<file path="src/rtl/instruction_decoder_pkg.sv">
// Shared encoding constants and decode helpers for the instruction decoder.
package instruction_decoder_pkg;

  typedef enum logic [2:0] {
    OP_LDI,
    OP_MOV,
    OP_ALU,
    OP_JMP,
    OP_JNZ
  } op_class_e;

  localparam logic [7:0] NOP_C8 = 8'hC8;
  localparam logic [7:0] NOP_CF = 8'hCF;
  localparam logic [7:0] NOP_D8 = 8'hD8;
  localparam logic [7:0] NOP_DF = 8'hDF;

  localparam logic [2:0] LOOP_DEST      = 3'b110;
  localparam logic [2:0] REG_ALU_RESULT = 3'd4;

  // Leading-ones prefix code: the first zero bit from the MSB selects the class.
  function automatic op_class_e op_class(input logic [7:0] ir);
    if (!ir[7])      return OP_LDI;
    else if (!ir[6]) return OP_MOV;
    else if (!ir[5]) return OP_ALU;
    else if (!ir[4]) return OP_JMP;
    else             return OP_JNZ;
  endfunction

  function automatic logic is_nop(input logic [7:0] ir);
    return (ir == NOP_C8) || (ir == NOP_CF) || (ir == NOP_D8) || (ir == NOP_DF);
  endfunction

endpackage

</file>
<file path="src/rtl/instruction_decoder_if.sv">
// Fetch/decode bundle between program memory/datapath (master) and the decoder (slave).
interface instruction_decoder_if #(
  parameter int CNT_W    = 8,
  parameter int NUM_REGS = 8
);
  logic [7:0]          pm_data;
  logic                alu_zero;
  logic [7:0]          ir;
  logic                jmp;
  logic                jmp_nz;
  logic [3:0]          jmp_addr;
  logic                dont_jmp;
  logic                NOPC8;
  logic                NOPCF;
  logic                NOPD8;
  logic                NOPDF;
  logic [NUM_REGS-1:0] reg_en;
  logic [2:0]          alu_func;
  logic                x_sel;
  logic                y_sel;
  logic [CNT_W-1:0]    counter;
  logic                count_en;

  modport master (
    output pm_data, alu_zero,
    input  ir, jmp, jmp_nz, jmp_addr, dont_jmp, NOPC8, NOPCF, NOPD8, NOPDF,
           reg_en, alu_func, x_sel, y_sel, counter, count_en
  );

  modport slave (
    input  pm_data, alu_zero,
    output ir, jmp, jmp_nz, jmp_addr, dont_jmp, NOPC8, NOPCF, NOPD8, NOPDF,
           reg_en, alu_func, x_sel, y_sel, counter, count_en
  );
endinterface

</file>
<file path="src/rtl/instruction_decoder_loop_counter.sv">
// Hardware loop counter: nibble load, decrement to zero, stop on zero or jump.
module instruction_decoder_loop_counter #(
  parameter int CNT_W = 8
) (
  input  logic             clk,
  input  logic             reset,
  input  logic             load_i,
  input  logic [3:0]       load_nib_i,
  input  logic             clear_i,
  output logic [CNT_W-1:0] counter_o,
  output logic             count_en_o
);
  logic [CNT_W-1:0] counter_q, counter_d;
  logic             count_en_q, count_en_d;

  // NOTE: every always_comb output gets a default first, otherwise a missed branch infers a latch.
  always_comb begin
    counter_d  = counter_q;
    count_en_d = count_en_q;
    if (load_i) begin
      counter_d  = {load_nib_i, {(CNT_W-4){1'b0}}};
      count_en_d = 1'b1;
    end else if (clear_i) begin
      count_en_d = 1'b0;
    end else if (count_en_q) begin
      // Stop at zero rather than wrapping to all-ones.
      if (counter_q == '0) count_en_d = 1'b0;
      else                 counter_d  = counter_q - CNT_W'(1);
    end
  end

  // NOTE: state registers use non-blocking assignments so every flop samples pre-edge values.
  always_ff @(posedge clk or posedge reset) begin
    if (reset) begin
      counter_q  <= '0;
      count_en_q <= 1'b0;
    end else begin
      counter_q  <= counter_d;
      count_en_q <= count_en_d;
    end
  end

  assign counter_o  = counter_q;
  assign count_en_o = count_en_q;
endmodule

</file>
<file path="src/rtl/instruction_decoder.sv">
// Instruction register, combinational decode, zero flag and loop counter control.
module instruction_decoder
  import instruction_decoder_pkg::*;
#(
  parameter int CNT_W    = 8,
  parameter int NUM_REGS = 8
) (
  input logic            clk,
  input logic            reset,
  instruction_decoder_if.slave dec
);
  logic [7:0] ir_q;
  logic       dont_jmp_q, dont_jmp_d;
  op_class_e  cls;
  logic       nop;
  logic [NUM_REGS-1:0] reg_en;

  function automatic logic [NUM_REGS-1:0] onehot(input logic [2:0] idx);
    return NUM_REGS'(1) << idx;
  endfunction

  always_comb begin
    cls = op_class(ir_q);
    nop = is_nop(ir_q);
  end

  // alu_zero belongs to the instruction currently in ir, so it is captured on the same edge ir advances.
  always_comb begin
    dont_jmp_d = dont_jmp_q;
    if (cls == OP_ALU && !nop) dont_jmp_d = dec.alu_zero;
  end

  always_ff @(posedge clk or posedge reset) begin
    if (reset) begin
      ir_q       <= 8'h00;
      dont_jmp_q <= 1'b0;
    end else begin
      ir_q       <= dec.pm_data;
      dont_jmp_q <= dont_jmp_d;
    end
  end

  always_comb begin
    reg_en = '0;
    unique case (cls)
      OP_LDI:  reg_en = onehot(ir_q[6:4]);
      OP_MOV:  reg_en = onehot(ir_q[5:3]);
      OP_ALU:  if (!nop) reg_en = onehot(REG_ALU_RESULT);
      default: reg_en = '0;
    endcase
  end

  assign dec.ir       = ir_q;
  assign dec.jmp      = (cls == OP_JMP);
  assign dec.jmp_nz   = (cls == OP_JNZ);
  assign dec.jmp_addr = ir_q[3:0];
  assign dec.dont_jmp = dont_jmp_q;
  assign dec.NOPC8    = (ir_q == NOP_C8);
  assign dec.NOPCF    = (ir_q == NOP_CF);
  assign dec.NOPD8    = (ir_q == NOP_D8);
  assign dec.NOPDF    = (ir_q == NOP_DF);
  assign dec.reg_en   = reg_en;
  assign dec.alu_func = ir_q[2:0];
  assign dec.x_sel    = ir_q[4];
  assign dec.y_sel    = ir_q[3];

  instruction_decoder_loop_counter #(.CNT_W(CNT_W)) u_loop_counter (
    .clk        (clk),
    .reset      (reset),
    .load_i     ((cls == OP_LDI) && (ir_q[6:4] == LOOP_DEST)),
    .load_nib_i (ir_q[3:0]),
    .clear_i    (cls == OP_JMP),
    .counter_o  (dec.counter),
    .count_en_o (dec.count_en)
  );
endmodule

</file>
<file path="src/flat_wrapper.sv">
// flat-port wrapper written by rule: the top's interface ports become plain ports
module instruction_decoder_flat import instruction_decoder_pkg::*;
#(
  parameter int CNT_W    = 8,
  parameter int NUM_REGS = 8
)
  (clk, reset, dec_pm_data, dec_alu_zero, dec_ir, dec_jmp, dec_jmp_nz, dec_jmp_addr, dec_dont_jmp, dec_NOPC8, dec_NOPCF, dec_NOPD8, dec_NOPDF, dec_reg_en, dec_alu_func, dec_x_sel, dec_y_sel, dec_counter, dec_count_en);
  instruction_decoder_if #(.CNT_W(CNT_W), .NUM_REGS(NUM_REGS)) dec_i ();
  input logic clk;
  input logic reset;
  input wire logic [$bits(dec_i.pm_data)-1:0] dec_pm_data;
  input wire logic [$bits(dec_i.alu_zero)-1:0] dec_alu_zero;
  output wire logic [$bits(dec_i.ir)-1:0] dec_ir;
  output wire logic [$bits(dec_i.jmp)-1:0] dec_jmp;
  output wire logic [$bits(dec_i.jmp_nz)-1:0] dec_jmp_nz;
  output wire logic [$bits(dec_i.jmp_addr)-1:0] dec_jmp_addr;
  output wire logic [$bits(dec_i.dont_jmp)-1:0] dec_dont_jmp;
  output wire logic [$bits(dec_i.NOPC8)-1:0] dec_NOPC8;
  output wire logic [$bits(dec_i.NOPCF)-1:0] dec_NOPCF;
  output wire logic [$bits(dec_i.NOPD8)-1:0] dec_NOPD8;
  output wire logic [$bits(dec_i.NOPDF)-1:0] dec_NOPDF;
  output wire logic [$bits(dec_i.reg_en)-1:0] dec_reg_en;
  output wire logic [$bits(dec_i.alu_func)-1:0] dec_alu_func;
  output wire logic [$bits(dec_i.x_sel)-1:0] dec_x_sel;
  output wire logic [$bits(dec_i.y_sel)-1:0] dec_y_sel;
  output wire logic [$bits(dec_i.counter)-1:0] dec_counter;
  output wire logic [$bits(dec_i.count_en)-1:0] dec_count_en;
  assign dec_i.pm_data = dec_pm_data;
  assign dec_i.alu_zero = dec_alu_zero;
  assign dec_ir = dec_i.ir;
  assign dec_jmp = dec_i.jmp;
  assign dec_jmp_nz = dec_i.jmp_nz;
  assign dec_jmp_addr = dec_i.jmp_addr;
  assign dec_dont_jmp = dec_i.dont_jmp;
  assign dec_NOPC8 = dec_i.NOPC8;
  assign dec_NOPCF = dec_i.NOPCF;
  assign dec_NOPD8 = dec_i.NOPD8;
  assign dec_NOPDF = dec_i.NOPDF;
  assign dec_reg_en = dec_i.reg_en;
  assign dec_alu_func = dec_i.alu_func;
  assign dec_x_sel = dec_i.x_sel;
  assign dec_y_sel = dec_i.y_sel;
  assign dec_counter = dec_i.counter;
  assign dec_count_en = dec_i.count_en;
  instruction_decoder #(.CNT_W(CNT_W), .NUM_REGS(NUM_REGS)) u_core (.clk(clk), .reset(reset), .dec(dec_i));
endmodule
</file>
<file path="config.mk">
export PLATFORM = sky130hd
export DESIGN_NAME = instruction_decoder_flat
export DESIGN_NICKNAME = d
export VERILOG_FILES = /design/src/rtl/instruction_decoder_pkg.sv /design/src/rtl/instruction_decoder_if.sv /design/src/rtl/instruction_decoder_loop_counter.sv /design/src/rtl/instruction_decoder.sv /design/src/flat_wrapper.sv
export SDC_FILE = /design/constraint.sdc
export NUM_CORES = 1
export LEC_CHECK = 0
export BUFFER_PORTS_ARGS = -buffer_cell sky130_fd_sc_hd__buf_2
export CAP_MARGIN = 0
export CELL_PAD_IN_SITES_DETAIL_PLACEMENT = 1
export CELL_PAD_IN_SITES_GLOBAL_PLACEMENT = 1
export CORE_MARGIN = 4
export CORE_UTILIZATION = 30
export CTS_CLUSTER_DIAMETER = 120
export DETAILED_ROUTE_END_ITERATION = 16
export PLACE_DENSITY = 0.71
export SETUP_SLACK_MARGIN = 0.15
export SYNTH_ARGS = -nofsm -noshare
export SYNTH_HDL_FRONTEND = slang
export SYNTH_HIERARCHICAL = 1
export SYNTH_SLANG_ARGS = --single-unit
export TNS_END_PERCENT = 100
</file>
<file path="constraint.sdc">
create_clock -name clk -period 2.5 [get_ports clk]
set_input_delay 0.5 -clock clk [delete_from_list [all_inputs] [get_ports clk]]
set_output_delay 0.5 -clock clk [all_outputs]
set_load 0.03 [all_outputs]
</file>
==> results.sh, run 1 <==
export IMPL_status="finished clean"
export IMPL_crit_path_top_delay_cell="or4b_4"
export IMPL_cts_tree="yes"
export IMPL_drcViolationCount=0
export IMPL_core_area_um2=3468
export IMPL_finalMaxSlewViolations=0
export IMPL_fin_skew_ns=0.003418
export IMPL_dpl_instance_area_um2=1378
export IMPL_multiInputGateArea_um2=569.3
export IMPL_fin_worst_hold_slack_ns=0.2064
export IMPL_max_freq_mhz=445.9
export IMPL_grt_max_degree=14
export IMPL_power_density_nw_per_um2=992.0
export IMPL_worstSetupPathType="reg2out"
export IMPL_post_cts_resized=0
export IMPL_tightest_slew_ns=0.4166
export IMPL_yosysWarnings=6
export IMPL_cts_buffer_depth=2
export IMPL_globalRouteOverflowTotal=0
export IMPL_sw_frac_of_total_pct=45.53
export IMPL_register_area_um2=452.9
export IMPL_synth_nets=131
export IMPL_relSlewSlack_pct=71.85
export IMPL_synth_area_um2=1124
export IMPL_cp_data_arrival_time_ns=1.74
export IMPL_switchingPower_mw=0.6482
export IMPL_drt_wirelength_per_cell_um=16.33
export IMPL_placement_io_buffers=51
export IMPL_post_cts_buffers=0
export IMPL_critPathRequiredTime_ns=2.00
export IMPL_combPwrFrac_pct=47.9
export IMPL_path_clk_slew_ns=0.06
export IMPL_postCtsHoldBufs=0
export IMPL_ir_worst_vdd_uv=447.4
export IMPL_internal_power_mw=0.7754
export IMPL_cts_root_buf="clkbuf_8"
export IMPL_diodes=0
export IMPL_cp_start_kind="flop"
export IMPL_antenna_found_initial=0
export IMPL_drt_pre_antenna_iters=4
export IMPL_dr_first_iter_drc_count=55
export IMPL_grt_pass1_wl_mm=5.782
export IMPL_setup_ws_ns=0.2572
export IMPL_rsz0062_at_grt="true"
export IMPL_dp_slack_ns=0.3737
export IMPL_end_kind="output port"
export IMPL_drv_cap=0
export IMPL_fin_area_um2=1435
export IMPL_crit_chain="or4b_4, nor4_2, buf_2"
export IMPL_num_fill_cells=430
export IMPL_hold_viol=0
export IMPL_placementRows=21
export IMPL_gp_congestion=0.8272
export IMPL_avgSynthCellArea_um2=9.522
export IMPL_grt_util_all_layers_pct=14.46
export IMPL_ys_ff_latch=18
export IMPL_total_power_mw=1.424
export IMPL_vias=1070
export IMPL_clock_power_share_pct=16.5
export IMPL_dieHeight_um=69.20
export IMPL_crit_path_max_incr_delay_ns=0.59
export IMPL_grt_pass1_vias=1141
export IMPL_period_share_pct=89.71
export IMPL_viasPerCell=5.169
export IMPL_die_x_um=69.20
export IMPL_dp_hpwl_mm=2.754
export IMPL_period_minus_slack_ns=2.243
export IMPL_tns_ns=0
export IMPL_ant_nets=0
export IMPL_syn_inst=118
export IMPL_synth_cell_types=42
export IMPL_die_area_um2=4789
export IMPL_h_tree_depth=1
export IMPL_cts_sinks=18
export IMPL_finalSetupViolations=0
export IMPL_syn_to_final_growth_pct=27.73
export IMPL_drt_wl_total_mm=3.380
export IMPL_leakagePower_nw=0.6709
export IMPL_crit_fanout=6
export IMPL_hold_path_class="in2async"
export IMPL_drive_gt1_share_pct=45.96
export IMPL_worst_skew_pair_late_latency_ns=0.25
export IMPL_ios=52
export IMPL_initial_core_util_pct=32.40
export IMPL_fin_nets=175
export IMPL_cts_buffers=3
export IMPL_seqPwrFrac_pct=35.6
export IMPL_seq_area_frac_synth_pct=40.09
[worst paths after layout]
kind | startpoint | endpoint | slack [ns] | depth (start not counted)
setup / recovery | u_core/dec.ir[0] | dec_NOPC8 | 0.26 | 3
hold / removal | reset | u_core/dec.ir[0] | 0.21 | 2
setup reg to reg | u_core/dec.ir[7] | u_core/u_loop_counter/counter_o[5] | 0.32 | 5
hold reg to reg | u_core/dec.dont_jmp | u_core/dec.dont_jmp | 0.53 | 1
max in group asynchronous | reset | u_core/u_loop_counter/counter_o[7] | 2.02 | 2
min in group clk | dec_pm_data[5] | u_core/dec.ir[5] | 0.35 | 1
[power by group through the flow]
stage	registers (mW)	logic (mW)	clock network (mW)
after global placement	0.501	0.658	0
after floorplan	0.623	0.360	0
final	0.507	0.682	0.235
after CTS	0.504	0.682	0.244
after global routing	0.529	0.734	0.261
after detailed placement	0.510	0.679	0
[cell usage after synthesis, drive strengths merged]
cell type	instances	area [um^2]
nor2b	1	6.260
inv	6	22.52
nor4b	1	8.760
a41oi	1	8.760
o22a	1	8.760
nor4	3	18.77
nor3b	5	37.54
buf	11	83.82
a221o	1	10.01
nand3	1	5.000
o32ai	1	8.760
or2	2	12.51
o41ai	2	17.52
nand2b	5	31.28
nand2	5	18.77
a2bb2oi	1	8.760
nor4bb	1	10.01
clkbuf	4	15.01
o311a	1	10.01
ha	2	25.02
nand4	2	12.51
or4	1	7.510
or3	2	13.77
nand3b	2	15.01
nand4bb	1	16.27
mux2	5	56.30
nor2	11	41.29
a2111oi	1	8.760
or4b	3	37.54
nor3	6	30.03
a31oi	1	6.260
o211ai	1	7.510
a211o	2	17.52
a21oi	5	25.02
dfrtp	18	450.4
o21ai	2	10.00
[cell type report]
| type | instances | share of cell area, % |
|---|---|---|
| clock buffers | 4 | 3.836 |
| inverters | 6 | 1.569 |
| multi-input cells | 79 | 39.67 |
| flip-flops and latches | 18 | 31.56 |
| well taps | 46 | 4.010 |
| repair buffers | 54 | 19.35 |
[stage by stage]
stage / utilization, % / cells
floorplan: - / 118
global placement: 39.72 / 203
detailed placement: 39.72 / 203
CTS: 41.31 / 207
global route: 41.38 / 207
finish: 41.38 / 207
[logic make-up after synthesis]
| group | synth area share (%) |
|---|---|
| AOI/OAI and AO/OA | 13.14 |
| adders and majority gates | 2.227 |
| and+or+nand+nor | 28.73 |
| buffers and inverters | 10.80 |
| DFF | 40.09 |
| muxes | 5.011 |
[per-layer routing]
layer	global-route usage, %	part of all wire (%)
met5	0	0
met4	6.074	1.9
met3	2.319	4.6
met2	25.53	50
met1	17.24	44
[critical path, delay by kind of cell, from the launching register on]
| kind | cells | cell delay [ns] |
|---|---|---|
| buf+inv | 1 | 0.24 |
| flops | 1 | 0.44 |
| simple gates | 2 | 0.81 |
[sequential cells by signal (all words and copies together) (netlist names)]
| name | cells |
|---|---|
| u_core/u_loop_counter/count_en_o | 1 |
| u_core/u_loop_counter/counter_o | 8 |
| u_core/dec.dont_jmp | 1 |
| u_core/dec.ir | 8 |
[layout by cell type (no fill, tap or decap), types with 2 or more instances in the layout]
cell	count
buf_2	51
dfrtp_1	16
nor2_1	11
inv_1	6
nand2_1	5
nand2b_1	5
nor3_1	5
a21oi_1	5
clkbuf_8	4
nor3b_1	4
mux2_2	4
buf_4	3
or4b_4	2
nand4_1	2
nor4_1	2
nand3b_1	2
dfrtp_2	2
a211o_1	2
or2_2	2
o41ai_1	2
ha_1	2
No activity file was read; power rests on OpenSTA's default activity.
==> inputs of run 2 (changes only) <==
--- a/config.mk
+++ b/config.mk
@@ -5,15 +5,16 @@
 export SDC_FILE = /design/constraint.sdc
 export NUM_CORES = 1
 export LEC_CHECK = 0
+export ABC_CLOCK_PERIOD_IN_PS = 2500
 export BUFFER_PORTS_ARGS = -buffer_cell sky130_fd_sc_hd__buf_2
 export CAP_MARGIN = 0
 export CELL_PAD_IN_SITES_DETAIL_PLACEMENT = 1
 export CELL_PAD_IN_SITES_GLOBAL_PLACEMENT = 1
 export CORE_MARGIN = 4
-export CORE_UTILIZATION = 30
+export CORE_UTILIZATION = 33
 export CTS_CLUSTER_DIAMETER = 120
 export DETAILED_ROUTE_END_ITERATION = 16
-export PLACE_DENSITY = 0.71
+export PLACE_DENSITY = 0.77
 export SETUP_SLACK_MARGIN = 0.15
 export SYNTH_ARGS = -nofsm -noshare
 export SYNTH_HDL_FRONTEND = slang
==> results.sh, run 2 (synthesis results as in run 1) <==
export IMPL_mostFrequentLayoutCells="buf_2, dfrtp_1, nor2_1"
export IMPL_crit_path_top_delay_cell="or4b_4"
export IMPL_multiInputGateArea_um2=569.3
export IMPL_die_area_um2=4402
export IMPL_crit_chain="or4b_4, nor4_2, buf_4"
export IMPL_cp_start_kind="flop"
export IMPL_drt_wl_total_mm=3.521
export IMPL_initial_core_util_pct=35.63
export IMPL_dieHeight_um=66.35
export IMPL_cts_root_buf="clkbuf_4"
export IMPL_post_place_cells=201
export IMPL_end_kind="output port"
export IMPL_dpl_instance_area_um2=1375
export IMPL_syn_to_final_growth_pct=28.40
export IMPL_diodes=0
export IMPL_h_tree_depth=1
export IMPL_period_minus_slack_ns=2.260
export IMPL_relSlewSlack_pct=53.69
export IMPL_final_common_cell="buf_2"
export IMPL_register_area_um2=456.7
export IMPL_max_freq_mhz=442.5
export IMPL_fin_nets=178
export IMPL_grt_util_all_layers_pct=16.88
export IMPL_dp_slack_ns=0.4048
export IMPL_grt_pass1_vias=1167
export IMPL_final_instance_count_excl_fill=208
export IMPL_grt_use_met1_pct=20.44
export IMPL_hold_viol=0
export IMPL_viasPerCell=5.293
export IMPL_power_density_nw_per_um2=944.4
export IMPL_cpLargestDelayFamily="simple AND/OR/NAND/NOR gates"
export IMPL_ios=52
export IMPL_cts_buffer_depth=2
export IMPL_drt_wirelength_per_cell_um=16.93
export IMPL_worst_path_buf_inv=1
export IMPL_path_clk_slew_ns=0.10
export IMPL_dr_first_iter_drc_count=36
export IMPL_num_fill_cells=402
export IMPL_cp_data_arrival_time_ns=1.76
export IMPL_fin_area_um2=1443
export IMPL_cts_buffers=3
export IMPL_hold_path_class="in2async"
export IMPL_globalRouteOverflowTotal=0
export IMPL_grt_busiest_layer="met2"
export IMPL_drcViolationCount=0
export IMPL_worst_r2r_cell_count=5
export IMPL_cp_depth=3
export IMPL_cts_sinks=18
export IMPL_finalMaxSlewViolations=0
export IMPL_dp_hpwl_mm=2.654
export IMPL_utilization_pct=45.75
export IMPL_crit_fanout=6
export IMPL_cts_tree="yes"
export IMPL_placement_io_buffers=51
export IMPL_leakagePower_nw=0.6742
export IMPL_ir_worst_vdd_uv=338.1
export IMPL_crit_path_max_incr_delay_ns=0.56
export IMPL_drv_cap=0
export IMPL_r2r_slack_ns=0.42
export IMPL_finalSetupViolations=0
export IMPL_vias=1101
export IMPL_setup_ws_ns=0.2401
export IMPL_ant_nets=0
export IMPL_drive_gt1_share_pct=48.78
export IMPL_grt_max_degree=14
export IMPL_gp_congestion=0.9219
export IMPL_use_met3_pct=2.891
export IMPL_postCtsHoldBufs=0
export IMPL_antenna_found_initial=0
export IMPL_period_share_pct=90.39
export IMPL_core_area_um2=3153
export IMPL_grtUsageMet2_pct=27.63
export IMPL_grt_pass1_wl_mm=5.713
export IMPL_status="finished clean"
export IMPL_tightest_slew_ns=0.6894
export IMPL_die_x_um=66.35
export IMPL_critPathRequiredTime_ns=2.00
export IMPL_worstSetupPathType="reg2out"
export IMPL_tns_ns=0
export IMPL_rsz0062_at_grt="false"
export IMPL_placementRows=20
export IMPL_fin_skew_ns=0.01215
export IMPL_drt_pre_antenna_iters=4
export IMPL_worst_skew_pair_late_latency_ns=0.30
-- run 2: repair_timing --
action,4_1_cts,5_1_grt
pin swaps,0,0
endpoints found under the hold margin,0,0
cloned,0,0
setup buffers,0,3
setup endpoints to repair,1,4
resized for setup,1,6
-- run 2: layer usage --
metal / part of all wire [%] / wire [um]
met1: 42 / 1489
met2: 53 / 1864
met3: 3.6 / 126
met4: 1.1 / 40
met5: 0 / 0
-- run 2: area by class of cell --
type	count	share of cell area, %
inverters	6	1.561
flip-flops and latches	18	31.66
multi-input cells	79	39.46
well taps	44	3.816
repair buffers	57	20.99
clock buffers	4	2.515
-- run 2: report_power, final --
part / leakage, nW / internal, mW / switching [mW]
sequential: 0.209 / 0.372 / 0.130
clock: 0.0210 / 0.0888 / 0.0948
combinational: 0.444 / 0.254 / 0.423
-- run 2: path summary, 6_finish.rpt --
path,start,endpoint
max,u_core/dec.ir[1],dec_NOPC8
min,reset,u_core/dec.ir[2]
max reg2reg,u_core/dec.ir[7],u_core/u_loop_counter/counter_o[5]
min reg2reg,u_core/dec.dont_jmp,u_core/dec.dont_jmp
max in group asynchronous,reset,u_core/u_loop_counter/counter_o[6]
min in group clk,dec_pm_data[4],u_core/dec.ir[4]
-- run 2: metrics by stage --
step	hold slack [ns]	total power, mW
after floorplan	0.3279	0.9829
after global placement	0.4716	1.138
after detailed placement	0.4762	1.173
after CTS	0.1566	1.367
after global routing	0.1729	1.461
final	0.1542	1.362
==> inputs of run 3 (changes only) <==
--- a/config.mk
+++ b/config.mk
@@ -6,14 +6,15 @@
 export NUM_CORES = 1
 export LEC_CHECK = 0
 export ABC_CLOCK_PERIOD_IN_PS = 2500
-export BUFFER_PORTS_ARGS = -buffer_cell sky130_fd_sc_hd__buf_2
+export BUFFER_PORTS_ARGS = -buffer_cell sky130_fd_sc_hd__buf_4
 export CAP_MARGIN = 0
-export CELL_PAD_IN_SITES_DETAIL_PLACEMENT = 1
+export CELL_PAD_IN_SITES_DETAIL_PLACEMENT = 0
 export CELL_PAD_IN_SITES_GLOBAL_PLACEMENT = 1
 export CORE_MARGIN = 4
 export CORE_UTILIZATION = 33
 export CTS_CLUSTER_DIAMETER = 120
 export DETAILED_ROUTE_END_ITERATION = 16
+export GPL_TIMING_DRIVEN = 0
 export PLACE_DENSITY = 0.77
 export SETUP_SLACK_MARGIN = 0.15
 export SYNTH_ARGS = -nofsm -noshare
==> results.sh, run 3 (synthesis results as in run 1) <==
export IMPL_postCtsHoldBufs=0
export IMPL_post_place_cells=213
export IMPL_r2r_end="u_core/u_loop_counter/counter_o[5]"
export IMPL_drt_pre_antenna_iters=4
export IMPL_relSlewSlack_pct=46.73
export IMPL_crit_fanout=6
export IMPL_viasPerCell=5.161
export IMPL_placementRows=20
export IMPL_ant_nets=0
export IMPL_dr_first_iter_drc_count=48
export IMPL_globalRouteOverflowTotal=0
export IMPL_cp_start_kind="flop"
export IMPL_final_instance_count_excl_fill=217
export IMPL_end_kind="output port"
export IMPL_hold_path_class="in2async"
export IMPL_clock_power_share_pct=12.8
export IMPL_critPathRequiredTime_ns=2.00
export IMPL_cp_depth=3
export IMPL_syn_to_final_growth_pct=44.32
export IMPL_dp_hpwl_mm=2.388
export IMPL_diodes=0
export IMPL_status="finished clean"
export IMPL_crit_path_top_delay_cell="or4b_4"
export IMPL_path_clk_slew_ns=0.09
export IMPL_worst_path_buf_inv=1
export IMPL_final_common_cell="buf_4"
export IMPL_worstSetupPathType="reg2out"
export IMPL_cts_buffer_depth=2
export IMPL_core_area_um2=3153
export IMPL_dieHeight_um=66.35
export IMPL_r2r_slack_ns=0.36
export IMPL_setup_ws_ns=0.2453
export IMPL_cts_buffers=3
export IMPL_max_freq_mhz=443.5
export IMPL_die_area_um2=4402
export IMPL_die_x_um=66.35
export IMPL_fin_nets=187
export IMPL_seqPwrFrac_pct=34.4
export IMPL_cts_sinks=18
export IMPL_tightest_slew_ns=0.7879
export IMPL_drv_cap=0
export IMPL_cts_tree="yes"
export IMPL_finalSetupViolations=0
export IMPL_mostFrequentLayoutCells="buf_4, dfrtp_1, nor2_1"
export IMPL_utilization_pct=51.43
export IMPL_crit_path_max_incr_delay_ns=0.58
export IMPL_vias=1120
export IMPL_grt_max_degree=12
export IMPL_crit_path_end="dec_NOPC8"
export IMPL_grt_util_all_layers_pct=14.00
export IMPL_rsz0062_at_grt="true"
export IMPL_gp_congestion=0.9198
export IMPL_fin_skew_ns=0.02078
export IMPL_dp_slack_ns=0.2216
export IMPL_cts_root_buf="clkbuf_4"
export IMPL_crit_path_start="u_core/dec.ir[0]"
export IMPL_grt_pass1_wl_mm=4.809
export IMPL_switchingPower_mw=0.6214
export IMPL_initial_core_util_pct=35.63
export IMPL_finalMaxSlewViolations=0
export IMPL_power_density_nw_per_um2=867.1
export IMPL_worst_r2r_cell_count=6
export IMPL_period_share_pct=90.19
export IMPL_drt_wirelength_per_cell_um=13.86
export IMPL_h_tree_depth=1
export IMPL_drive_gt1_share_pct=49.13
export IMPL_worst_skew_pair_late_latency_ns=0.30
export IMPL_crit_chain="or4b_4, nor4_2, buf_4"
export IMPL_sw_frac_of_total_pct=44.20
export IMPL_combPwrFrac_pct=52.9
export IMPL_drcViolationCount=0
export IMPL_ios=52
export IMPL_internal_power_mw=0.7846
export IMPL_drt_wl_total_mm=3.008
export IMPL_antenna_found_initial=0
export IMPL_ir_worst_vdd_uv=485.6
export IMPL_r2r_start="u_core/dec.ir[4]"
export IMPL_tns_ns=0
export IMPL_cp_data_arrival_time_ns=1.75
export IMPL_hold_viol=0
export IMPL_cpLargestDelayFamily="simple AND/OR/NAND/NOR gates"
export IMPL_period_minus_slack_ns=2.255
export IMPL_fin_worst_hold_slack_ns=0.1700
export IMPL_grt_pass1_vias=1008
export IMPL_placement_io_buffers=51
export IMPL_leakagePower_nw=0.7407
-- run 3: changes by cell type in the layout (fill, tap and decap cells not counted), sizes merged --
cell	before	now
buf	57	62
clkbuf	4	8
-- run 3: repair_timing --
action	in CTS	in global routing
endpoints found under the setup margin	1	5
gates cloned	0	0
setup buffers	0	0
gates resized for setup	1	6
pin swaps	0	0
-- run 3: layout make-up --
| cell class | instances | area, um^2 |
|---|---|---|
| buffer | 15 | 101.3 |
| multi-input combinational | 79 | 569.3 |
| fill | 330 | 1531 |
| clock buffer | 4 | 36.28 |
| timing repair buffer | 51 | 382.9 |
| tap | 44 | 55.05 |
| inverter | 6 | 22.52 |
| sequential | 18 | 454.2 |
-- run 3: worst min path at each step --
| stage | from | to | slack, ns | depth (start not counted) |
|---|---|---|---|---|
| 6_report | reset | u_core/dec.ir[5] | 0.17 | 2 |
| 5_1_grt | reset | u_core/dec.ir[2] | 0.19 | 2 |
| 4_1_cts | reset | u_core/dec.ir[1] | 0.17 | 2 |
| 3_5_place_dp | reset | u_core/dec.ir[1] | 0.48 | 2 |
| 3_3_place_gp | reset | u_core/dec.ir[2] | 0.48 | 2 |
| 2_1_floorplan | reset | u_core/dec.dont_jmp | 0.33 | 1 |
-- run 3: layer usage --
| metal | GRT usage, % | share of wire, % | vias to the layer above |
|---|---|---|---|
| met5 | 0 | 0 | - |
| met4 | 4.315 | 1.3 | 0 |
| met3 | 2.381 | 5.9 | 4 |
| met2 | 20.94 | 48 | 42 |
| met1 | 20.31 | 45 | 536 |
| li1 | - | - | 538 |
-- run 3: through the flow --
step / total power, mW / area, um^2
after floorplan: 0.9829 / 1141
after CTS: 1.412 / 1617
after global placement: 1.222 / 1579
after detailed placement: 1.230 / 1579
final: 1.406 / 1622
after global routing: 1.499 / 1622
-- run 3: power by group through the flow --
stage / sequential, mW / clock (mW) / combinational [mW]
3_3_place_gp: 0.485 / 0 / 0.737
4_1_cts: 0.483 / 0.186 / 0.744
6_report: 0.483 / 0.180 / 0.743
2_1_floorplan: 0.623 / 0 / 0.360
3_5_place_dp: 0.488 / 0 / 0.742
5_1_grt: 0.506 / 0.196 / 0.797
